===== config.mk =====
export PLATFORM = sky130hd
export DESIGN_NAME = register_file_bank_scheduler
export DESIGN_NICKNAME = d
export VERILOG_FILES = /design/src/rtl/register_file_bank_scheduler_pkg.sv /design/src/rtl/register_file_bank_scheduler_rr_picker.sv /design/src/rtl/register_file_bank_scheduler.sv
export SDC_FILE = /design/constraint.sdc
export NUM_CORES = 1
export LEC_CHECK = 0
export BUFFER_PORTS_ARGS = -buffer_cell sky130_fd_sc_hd__clkbuf_2
export CORE_AREA = 3 3 79 81
export DETAILED_ROUTE_END_ITERATION = 8
export DIE_AREA = 0 0 82 84
export PLACE_DENSITY = 0.68
export SLEW_MARGIN = 20
export SYNTH_ARGS = -nofsm -noshare
export SYNTH_HDL_FRONTEND = slang
export SYNTH_HIERARCHICAL = 1
export SYNTH_SLANG_ARGS = --single-unit

===== constraint.sdc =====
create_clock -name clk_i -period 2.6 [get_ports clk_i]
set_input_delay 0.39 -clock clk_i [delete_from_list [all_inputs] [get_ports clk_i]]
set_output_delay 0.39 -clock clk_i [all_outputs]
set_load 0.05 [all_outputs]

===== src/rtl/register_file_bank_scheduler_pkg.sv =====
// Shared compute-unit definitions for the register file bank scheduler.
// Typedefs describe the default configuration (4 readers, 32 x 32-bit
// registers, 4-bit tags); the scheduler itself is parameterized and sizes
// its ports from its own parameters.
package register_file_bank_scheduler_pkg;

  localparam int NumReadersDef   = 4;
  localparam int NumRegistersDef = 32;
  localparam int DataWidthDef    = 32;
  localparam int TagWidthDef     = 4;
  localparam int MaxWrStreakDef  = 3;

  // Bank read data arrives exactly this many cycles after a read accept.
  localparam int RfReadLatency   = 1;

  // Width of an index over n items; never zero so n=1 still gets a wire.
  function automatic int idx_width(input int n);
    return (n > 1) ? $clog2(n) : 1;
  endfunction

  typedef logic [$clog2(NumRegistersDef)-1:0] rf_addr_t;
  typedef logic [DataWidthDef-1:0]            rf_data_t;
  typedef logic [TagWidthDef-1:0]             rf_tag_t;
  typedef logic [idx_width(NumReadersDef)-1:0] reader_idx_t;

endpackage


===== src/rtl/register_file_bank_scheduler_rr_picker.sv =====
// rf_rr_picker: combinational round-robin priority pick.
// Ports:
//   valid_i     N   request vector
//   ptr_i       IW  highest-priority index this cycle (< N)
//   grant_o     IW  first valid index at or after ptr_i, wrapping (0 if none)
//   any_valid_o 1   some request is valid
module rf_rr_picker #(
  parameter int N  = 4,
  parameter int IW = 2
) (
  input  logic [N-1:0]  valid_i,
  input  logic [IW-1:0] ptr_i,
  output logic [IW-1:0] grant_o,
  output logic          any_valid_o
);

  assign any_valid_o = |valid_i;

  // Walk offsets from farthest to nearest so the nearest valid index to
  // ptr_i is the last (winning) assignment.
  always_comb begin
    int k;
    logic [IW-1:0] idx;
    grant_o = '0;
    for (int i = N - 1; i >= 0; i--) begin
      k = int'(ptr_i) + i;
      if (k >= N) k = k - N;
      idx = IW'(k);
      if (valid_i[idx]) grant_o = idx;
    end
  end

endmodule


===== src/rtl/register_file_bank_scheduler.sv =====
// register_file_bank_scheduler: shares one single-port register file bank
// between NumReaders read requesters and one writeback port.
// Ports:
//   clk_i, rst_ni               clock, async active-low reset
//   rd_valid_i/ready_o/addr_i/tag_i  per-requester read handshake
//   wr_valid_i/ready_o/addr_i/data_i writeback handshake
//   bank_wr_*                   write port toward the bank (writes win there)
//   bank_rd_*                   read request toward the bank
//   bank_rsp_valid_i/data_i     bank read data, one cycle after accept
//   rsp_valid_o/tag_o/data_o    one-hot response to the requester, no backpressure
// Readers are picked round-robin; a streak guard forces one write-free slot
// after MaxWrStreak consecutive write-blocked read cycles.
module register_file_bank_scheduler
  import register_file_bank_scheduler_pkg::*;
#(
  parameter int NumReaders   = NumReadersDef,
  parameter int NumRegisters = NumRegistersDef,
  parameter int DataWidth    = DataWidthDef,
  parameter int TagWidth     = TagWidthDef,
  parameter int MaxWrStreak  = MaxWrStreakDef,
  localparam int AW = $clog2(NumRegisters),
  localparam int TW = TagWidth
) (
  input  logic                           clk_i,
  input  logic                           rst_ni,
  input  logic [NumReaders-1:0]          rd_valid_i,
  output logic [NumReaders-1:0]          rd_ready_o,
  input  logic [NumReaders-1:0][AW-1:0]  rd_addr_i,
  input  logic [NumReaders-1:0][TW-1:0]  rd_tag_i,
  input  logic                           wr_valid_i,
  output logic                           wr_ready_o,
  input  logic [AW-1:0]                  wr_addr_i,
  input  logic [DataWidth-1:0]           wr_data_i,
  output logic                           bank_wr_valid_o,
  output logic [AW-1:0]                  bank_wr_addr_o,
  output logic [DataWidth-1:0]           bank_wr_data_o,
  input  logic                           bank_wr_ready_i,
  output logic                           bank_rd_valid_o,
  output logic [AW-1:0]                  bank_rd_addr_o,
  input  logic                           bank_rd_ready_i,
  input  logic                           bank_rsp_valid_i,
  input  logic [DataWidth-1:0]           bank_rsp_data_i,
  output logic [NumReaders-1:0]          rsp_valid_o,
  output logic [TW-1:0]                  rsp_tag_o,
  output logic [DataWidth-1:0]           rsp_data_o
);

  localparam int IW = idx_width(NumReaders);
  localparam int SW = (MaxWrStreak > 0) ? $clog2(MaxWrStreak + 1) : 1;

  logic [IW-1:0] rr_ptr;
  logic [IW-1:0] grant;
  logic          any_valid;
  logic          rd_accept;
  logic          force_rd;
  logic [SW-1:0] streak;
  logic          inflight_valid;
  logic [IW-1:0] inflight_idx;
  logic [TW-1:0] inflight_tag;

  rf_rr_picker #(.N(NumReaders), .IW(IW)) u_picker (
    .valid_i     (rd_valid_i),
    .ptr_i       (rr_ptr),
    .grant_o     (grant),
    .any_valid_o (any_valid)
  );

  // ---------------- write path / starvation guard ----------------
  assign force_rd = (MaxWrStreak != 0) && (streak == SW'(MaxWrStreak)) && any_valid;

  assign bank_wr_valid_o = wr_valid_i & ~force_rd;
  assign wr_ready_o      = bank_wr_ready_i & ~force_rd;
  assign bank_wr_addr_o  = wr_addr_i;
  assign bank_wr_data_o  = wr_data_i;

  // ---------------- read path ----------------
  assign bank_rd_valid_o = any_valid;
  assign bank_rd_addr_o  = rd_addr_i[grant];
  assign rd_accept       = any_valid & bank_rd_ready_i;

  always_comb begin
    rd_ready_o        = '0;
    rd_ready_o[grant] = rd_accept;
  end

  generate
    if (NumReaders == 1) begin : g_single
      assign rr_ptr = '0;
    end else begin : g_rr
      always_ff @(posedge clk_i or negedge rst_ni) begin
        if (!rst_ni)        rr_ptr <= '0;
        else if (rd_accept) rr_ptr <= (grant == IW'(NumReaders - 1)) ? '0 : grant + IW'(1);
      end
    end
  endgenerate

  // Counts consecutive cycles where a read waits behind a write.
  always_ff @(posedge clk_i or negedge rst_ni) begin
    if (!rst_ni)                         streak <= '0;
    else if (rd_accept || !any_valid)    streak <= '0;
    else if (streak != SW'(MaxWrStreak)) streak <= streak + SW'(1);
  end

  // ---------------- in-flight tracking ----------------
  always_ff @(posedge clk_i or negedge rst_ni) begin
    if (!rst_ni) begin
      inflight_valid <= 1'b0;
      inflight_idx   <= '0;
      inflight_tag   <= '0;
    end else begin
      inflight_valid <= rd_accept;
      if (rd_accept) begin
        inflight_idx <= grant;
        inflight_tag <= rd_tag_i[grant];
      end
    end
  end

  // Gating with inflight_valid keeps a stale bank response (e.g. across a
  // reset) from reaching a requester.
  always_comb begin
    rsp_valid_o               = '0;
    rsp_valid_o[inflight_idx] = inflight_valid & bank_rsp_valid_i;
  end
  assign rsp_tag_o  = inflight_tag;
  assign rsp_data_o = bank_rsp_data_i;

  // ---------------- protocol checks ----------------
  a_rsp_matches_inflight: assert property (@(posedge clk_i) disable iff (!rst_ni)
    bank_rsp_valid_i == inflight_valid);
  a_rsp_onehot: assert property (@(posedge clk_i) disable iff (!rst_ni)
    $onehot0(rsp_valid_o));
  a_wr_not_forced: assert property (@(posedge clk_i) disable iff (!rst_ni)
    wr_ready_o |-> !force_rd);

endmodule


Word-level counts from Yosys, hierarchy flattened. Cells that the tools add are included.

Add/sub/neg operators: 9. Order comparisons: 12. Equal/unequal tests: 3. Multiplexer cells: 27. Bitwise logic cells: 7. Reduce and logical (&&, ||, !) cells: 7.

Operators with widths (number): $mux 2 (11); $lt 2x3->1 const B (6); $bmux 5 s2 (1); $ge 3x3->1 const B (3); $and 4x4->4 (2); $bmux 1 s2 (4); $bmux 4 s2 (1); $sub 2x1->2 const B (4); $add 2x2->3 const B (2); $mux 1 (6); $mux 5 (1); $add 2x1->2 const B (2); $and 1x1->1 (4); $demux 1 s2 (2); $eq 2x2->1 const B (2); $ge 2x1->1 const B (2); $mux 4 (1); $reduce_or 4->1 (1); $add 2x1->3 const B (1); $ge 2x3->1 const B (1); $logic_and 1x1->1 (3); $ne 2x2->1 const B (1); $reduce_bool 2->1 (1); $logic_not 1->1 (1); 2 further kinds (2).

Register bits: 11. Input bits: 115. Output and inout bits: 89. Word-level logic and storage cells: 70.

Depth between registers and ports, before layout.
Word-level depth: 14. Depth in mapped cells: 7. Mapped depth without buffers: 6.

Cells and area by module. Netlist, hierarchy kept.

By module, submodules not included: register_file_bank_scheduler (instances 1, cells each 127, area an instance 1310.0 µm²); rf_rr_picker (instances 1, cells each 13, area an instance 77.6 µm²).

Least setup slack after synthesis. Ideal clock, no wire load.

Path kind: input to output. Start point: in rd_valid_i[1]. End point: out bank_wr_valid_o. Data arrival time: 2.176 ns. Path slack: 0.034 ns. Stages: 3. Buffers on the path: 0. Cells stage by stage: nor2_1 -> nand2_1 -> a21boi_0.

Cells in the longest elaborated chain, start to end: 4.

Ends and longest elaborated chain: start, declared (RTL line register_file_bank_scheduler.sv:26) `input logic [NumReaders-1:0] rd_valid_i,`; $reduce_or 4->1 (RTL line register_file_bank_scheduler_rr_picker.sv:17) `assign any_valid_o = |valid_i;`; via bank_rd_valid_o (RTL line register_file_bank_scheduler.sv:38) `output logic bank_rd_valid_o,`; $logic_and 1x1->1 (RTL line register_file_bank_scheduler.sv:69) `assign force_rd = (MaxWrStreak != 0) && (streak == SW'(MaxWrStreak)) && any_valid;`; $not 1->1 (RTL line register_file_bank_scheduler.sv:71) `assign bank_wr_valid_o = wr_valid_i & ~force_rd;`; $and 1x1->1 (RTL line register_file_bank_scheduler.sv:71); end, declared (RTL line register_file_bank_scheduler.sv:34) `output logic bank_wr_valid_o,`.

The timed path passes the listed nets, and every way through them passes these cells.

Worst setup path after layout.
Start point: reg rr_ptr[1]. End point: out bank_rd_addr_o[4].

Cells in the longest elaborated chain, start to end: 11. Elaborated cells on any way between the ends: 29.

Ends and longest elaborated chain: start, declared (RTL line register_file_bank_scheduler.sv:51) `logic [IW-1:0] rr_ptr;`; start signal, assigned (RTL line register_file_bank_scheduler.sv:92) `else if (rd_accept) rr_ptr <= (grant == IW'(NumReaders - 1)) ? '0 : grant + IW'(1);`; $add 2x2->3 (RTL line register_file_bank_scheduler_rr_picker.sv:26) `k = int'(ptr_i) + i;`; $ge 3x3->1 or $sub 2x1->2 (tied branches) (RTL line register_file_bank_scheduler_rr_picker.sv:27) `if (k >= N) k = k - N;`; $mux 2 (RTL line register_file_bank_scheduler_rr_picker.sv:27); $bmux 1 s2 (RTL line register_file_bank_scheduler_rr_picker.sv:29) `if (valid_i[idx]) grant_o = idx;`; $mux 1 (implied by the code) (RTL line register_file_bank_scheduler_rr_picker.sv:29); $mux 2 (3 in a row) (RTL line register_file_bank_scheduler_rr_picker.sv:29); $mux 2 * (RTL line register_file_bank_scheduler_rr_picker.sv:29); via grant[0] (RTL line register_file_bank_scheduler.sv:52) `logic [IW-1:0] grant;`; $bmux 5 s2 * (RTL line register_file_bank_scheduler.sv:78) `assign bank_rd_addr_o = rd_addr_i[grant];`; $mux 5 (implied by the code) * (RTL line register_file_bank_scheduler.sv:78); end, declared (RTL line register_file_bank_scheduler.sv:39) `output logic [AW-1:0] bank_rd_addr_o,`.

Mark *: on every way through the listed nets, which the timed path passes. The rest lies on a longest branch. The select of a mux whose other input is x is not followed.

==> load_flow_metrics.sql <==
INSERT INTO impl_metrics (metric_group, metric, value, unit) VALUES
('status', 'outcome', 'finished, final reports clean', ''),
('critical_path', 'critical_path.max_stage_delay', '560', 'ps'),
('detailed_routing', 'drt-pass1-iter-count', '3', ''),
('cells_and_area', 'flow.area_growth_from_synthesis', '-1.443', '%'),
('global_route', 'grtUsageMet2', '16.75', '%'),
('detailed_routing', 'drcViolationCount', '0', ''),
('global_route', 'gr-usage-all-layers', '10.04', '%'),
('placed_design', 'place.gp.congestion', '0.7413', ''),
('critical_path', 'worstSetupEndpointType', 'primary output', ''),
('clocking', 'cts.htree.levels', '1', ''),
('clocking', 'clk_root_buffer_cell', 'sky130_fd_sc_hd__clkbuf_8', ''),
('detailed_routing', 'post_detailed_route_count_of_antenna_violating_nets', '0', ''),
('global_route', 'overflow', '0', ''),
('die', 'die-width', '82', 'um'),
('clocking', 'clkSinkCount', '11', ''),
('critical_path', 'critical_path_required', '2210', 'ps'),
('global_route', 'grt_util_met1', '9.319', '%'),
('global_route', 'antenna_found_initial', '0', ''),
('critical_path', 'worstPathCellList', 'mux2i_1 -> a211oi_2 -> buf_4 -> mux4_1 -> clkbuf_2', ''),
('global_route', 'grt_pass1_vias', '952', ''),
('detailed_routing', 'dr_total_vias', '951', ''),
('sta', 'fin_tns_setup', '0', 'ps'),
('sta', 'timing.slew.headroom', '70.67', '%'),
('cells_and_area', 'design.final.nets', '262', ''),
('sta', 'max_clock_freq', '401.1', 'MHz'),
('sta', 'fin_ws', '106.6', 'ps'),
('pwr', 'p_per_area', '970.9', 'mW/mm^2'),
('sta', 'worst-slew-pin-transition', '438.9', 'ps'),
('die', 'floorplan.die_area', '0.006888', 'mm^2'),
('logic_synthesis', 'synthesis.yosys.warnings', '6', ''),
('placed_design', 'pre_cts_ws', '323.1', 'ps'),
('clocking', 'tritoncts', 'yes', ''),
('sta', 'timing_max_transition_violations_final', '0', ''),
('cells_and_area', 'final_layout_size_suffix_gt1_share', '57.45', '%'),
('detailed_routing', 'via_per_inst', '4.465', ''),
('logic_synthesis', 'syn_inst', '140', ''),
('detailed_routing', 'wl_per_cell', '16.19', 'um'),
('logic_synthesis', 'ys_top_cells_by_area', 'sky130_fd_sc_hd__buf_4, sky130_fd_sc_hd__dfrtp_1, sky130_fd_sc_hd__mux4_1', ''),
('logic_synthesis', 'synth.yosys.seq_area_share', '19.84', '%'),
('pwr', 'ir_drop', '0.3273', 'mV'),
('critical_path', 'cp_max_delay_cell', 'sky130_fd_sc_hd__mux4_1', ''),
('global_route', 'gr-usage-met3', '4.320', '%'),
('critical_path', 'largest_fanout_on_the_critical_path', '11', ''),
('die', 'initial_core_util', '25.05', '%'),
('critical_path', 'cp-start-kind', 'register', ''),
('logic_synthesis', 'synth-seq-cells', '11', ''),
('logic_synthesis', 'syn_nets', '260', ''),
('sta', 'min_tclk_post_route', '2493', 'ps'),
('logic_synthesis', 'netlist-cell-type-count', '22', ''),
('logic_synthesis', 'netlist_area', '0.001388', 'mm^2'),
('critical_path', 'critPathArrivalTime', '2100', 'ps'),
('cells_and_area', 'postLayoutCoreUtil', '24.68', '%'),
('flow_run', 'max_cap_viol_count', '0', ''),
('clocking', 'cts.clk_slew.worst_paths', '50', 'ps'),
('logic_synthesis', 'synth.top_cell.area_share', '37.33', '%'),
('die', 'pin_count', '204', ''),
('sta', 'layout_worst_path_cycle_share', '95.90', '%'),
('sta', 'grt_setup_unrepaired', 'false', ''),
('clocking', 'cts.hold.buffers_added', '0', ''),
('die', 'design.core.area', '0.005540', 'mm^2'),
('global_route', 'grt_pass1_wl', '4871', 'um'),
('sta', 'setup_violations', '0', ''),
('clocking', 'ctsResizeCount', '0', ''),
('critical_path', 'critical_path_buf_inv_count', '2', ''),
('logic_synthesis', 'area_leader_netlist', 'sky130_fd_sc_hd__buf_4', ''),
('detailed_routing', 'drt_first_iter_violations', '26', ''),
('die', 'placement_rows', '27', ''),
('logic_synthesis', 'synth.avg_cell_area', '9.911', 'um^2'),
('cells_and_area', 'mostFrequentLayoutCell', 'sky130_fd_sc_hd__clkbuf_2', ''),
('hold_path', 'hold_path_class', 'primary input to asynchronous set/reset pin', ''),
('clocking', 'clk_buf_depth', '2', '');
## metrics by stage
stage	hold slack, ps	cells	total power [mW]	cell area (um^2)
after floorplan	94.41	140	1.212	1388
after global placement	306.2	209	1.157	1323
after detailed placement	305.6	209	1.168	1323
after CTS	41.68	213	1.359	1368
after global routing	60.66	213	1.424	1368
final	45.47	213	1.328	1368
## worst register-to-register path, stage by stage, from the launching register on
cell and delay [ps]:
sky130_fd_sc_hd__dfrtp_1 430, sky130_fd_sc_hd__mux2i_1 160, sky130_fd_sc_hd__a211oi_2 220, sky130_fd_sc_hd__buf_4 240, sky130_fd_sc_hd__buf_4 180, sky130_fd_sc_hd__mux4_1 530, sky130_fd_sc_hd__mux2_2 270
## worst paths after layout
kind,from,to,slack [ps],depth (start not counted)
max in group asynchronous,rst_ni,inflight_idx[0]$_DFFE_PN0P_,2300,1
min in group clk_i,rsp_tag_o[3]$_DFFE_PN0P_,rsp_tag_o[3]$_DFFE_PN0P_,500,1
min,rst_ni,rsp_tag_o[0]$_DFFE_PN0P_,50,1
max,rr_ptr[1]$_DFFE_PN0P_,bank_rd_addr_o[4],110,5
min reg2reg,rsp_tag_o[3]$_DFFE_PN0P_,rsp_tag_o[3]$_DFFE_PN0P_,500,1
max reg2reg,rr_ptr[1]$_DFFE_PN0P_,rsp_tag_o[1]$_DFFE_PN0P_,450,6
## cells in the mapped netlist (all sizes together)
cell type and instances:
a21oi 1, a21boi 2, ha 5, buf 70
clkbuf 1, nand3 1, inv 4, xor2 1
and3 4, dfrtp 11, nor2 9, mux4 9
nand2b 3, a211oi 2, mux2i 3, mux2 7
nor3 2, nand2 4, nor3b 1
## cell type report
cell class | count | area (um^2)
Fill cell | 616 | 4173
Multi-Input combinational cell | 54 | 564.3
Timing Repair Buffer | 68 | 377.9
Sequential cell | 11 | 275.3
Tap cell | 72 | 90.09
Clock buffer | 4 | 45.04
Inverter | 4 | 15.01
## cells by family (layout without fill, tap and decap cells)
kind of cell,Yosys count,after routing,share of synthesized area [%]
fa+ha+maj,5,5,4.509
simple gates,24,24,8.295
buf+inv,75,76,39.49
compound gates,5,5,2.885
flops,11,11,19.84
xor+xnor,1,1,0.6313
mux,19,19,24.35
## routing by layer
layer  wire length, um  vias to the layer above  part of all wire (%)
li1                  -                      411                     -
met5                 0                        -                     0
met1              1172                      422                    34
met2              1572                       92                    46
met4               246                        0                   7.1
met3               458                       26                    13
## power breakdown
group | leakage (nW) | total [mW] | internal [mW] | switching, mW
clock network | 0.0228 | 0.175 | 0.108 | 0.0672
logic | 0.560 | 0.857 | 0.319 | 0.538
registers | 0.132 | 0.296 | 0.239 | 0.0568
total | 0.715 | 1.33 | 0.666 | 0.662
## sequential cells by signal (all words and copies together) (netlist names)
register / count
inflight_idx: 2
inflight_valid: 1
rr_ptr: 2
rsp_tag_o: 4
streak: 2
Note: power is estimated with default switching activity, not from simulation.
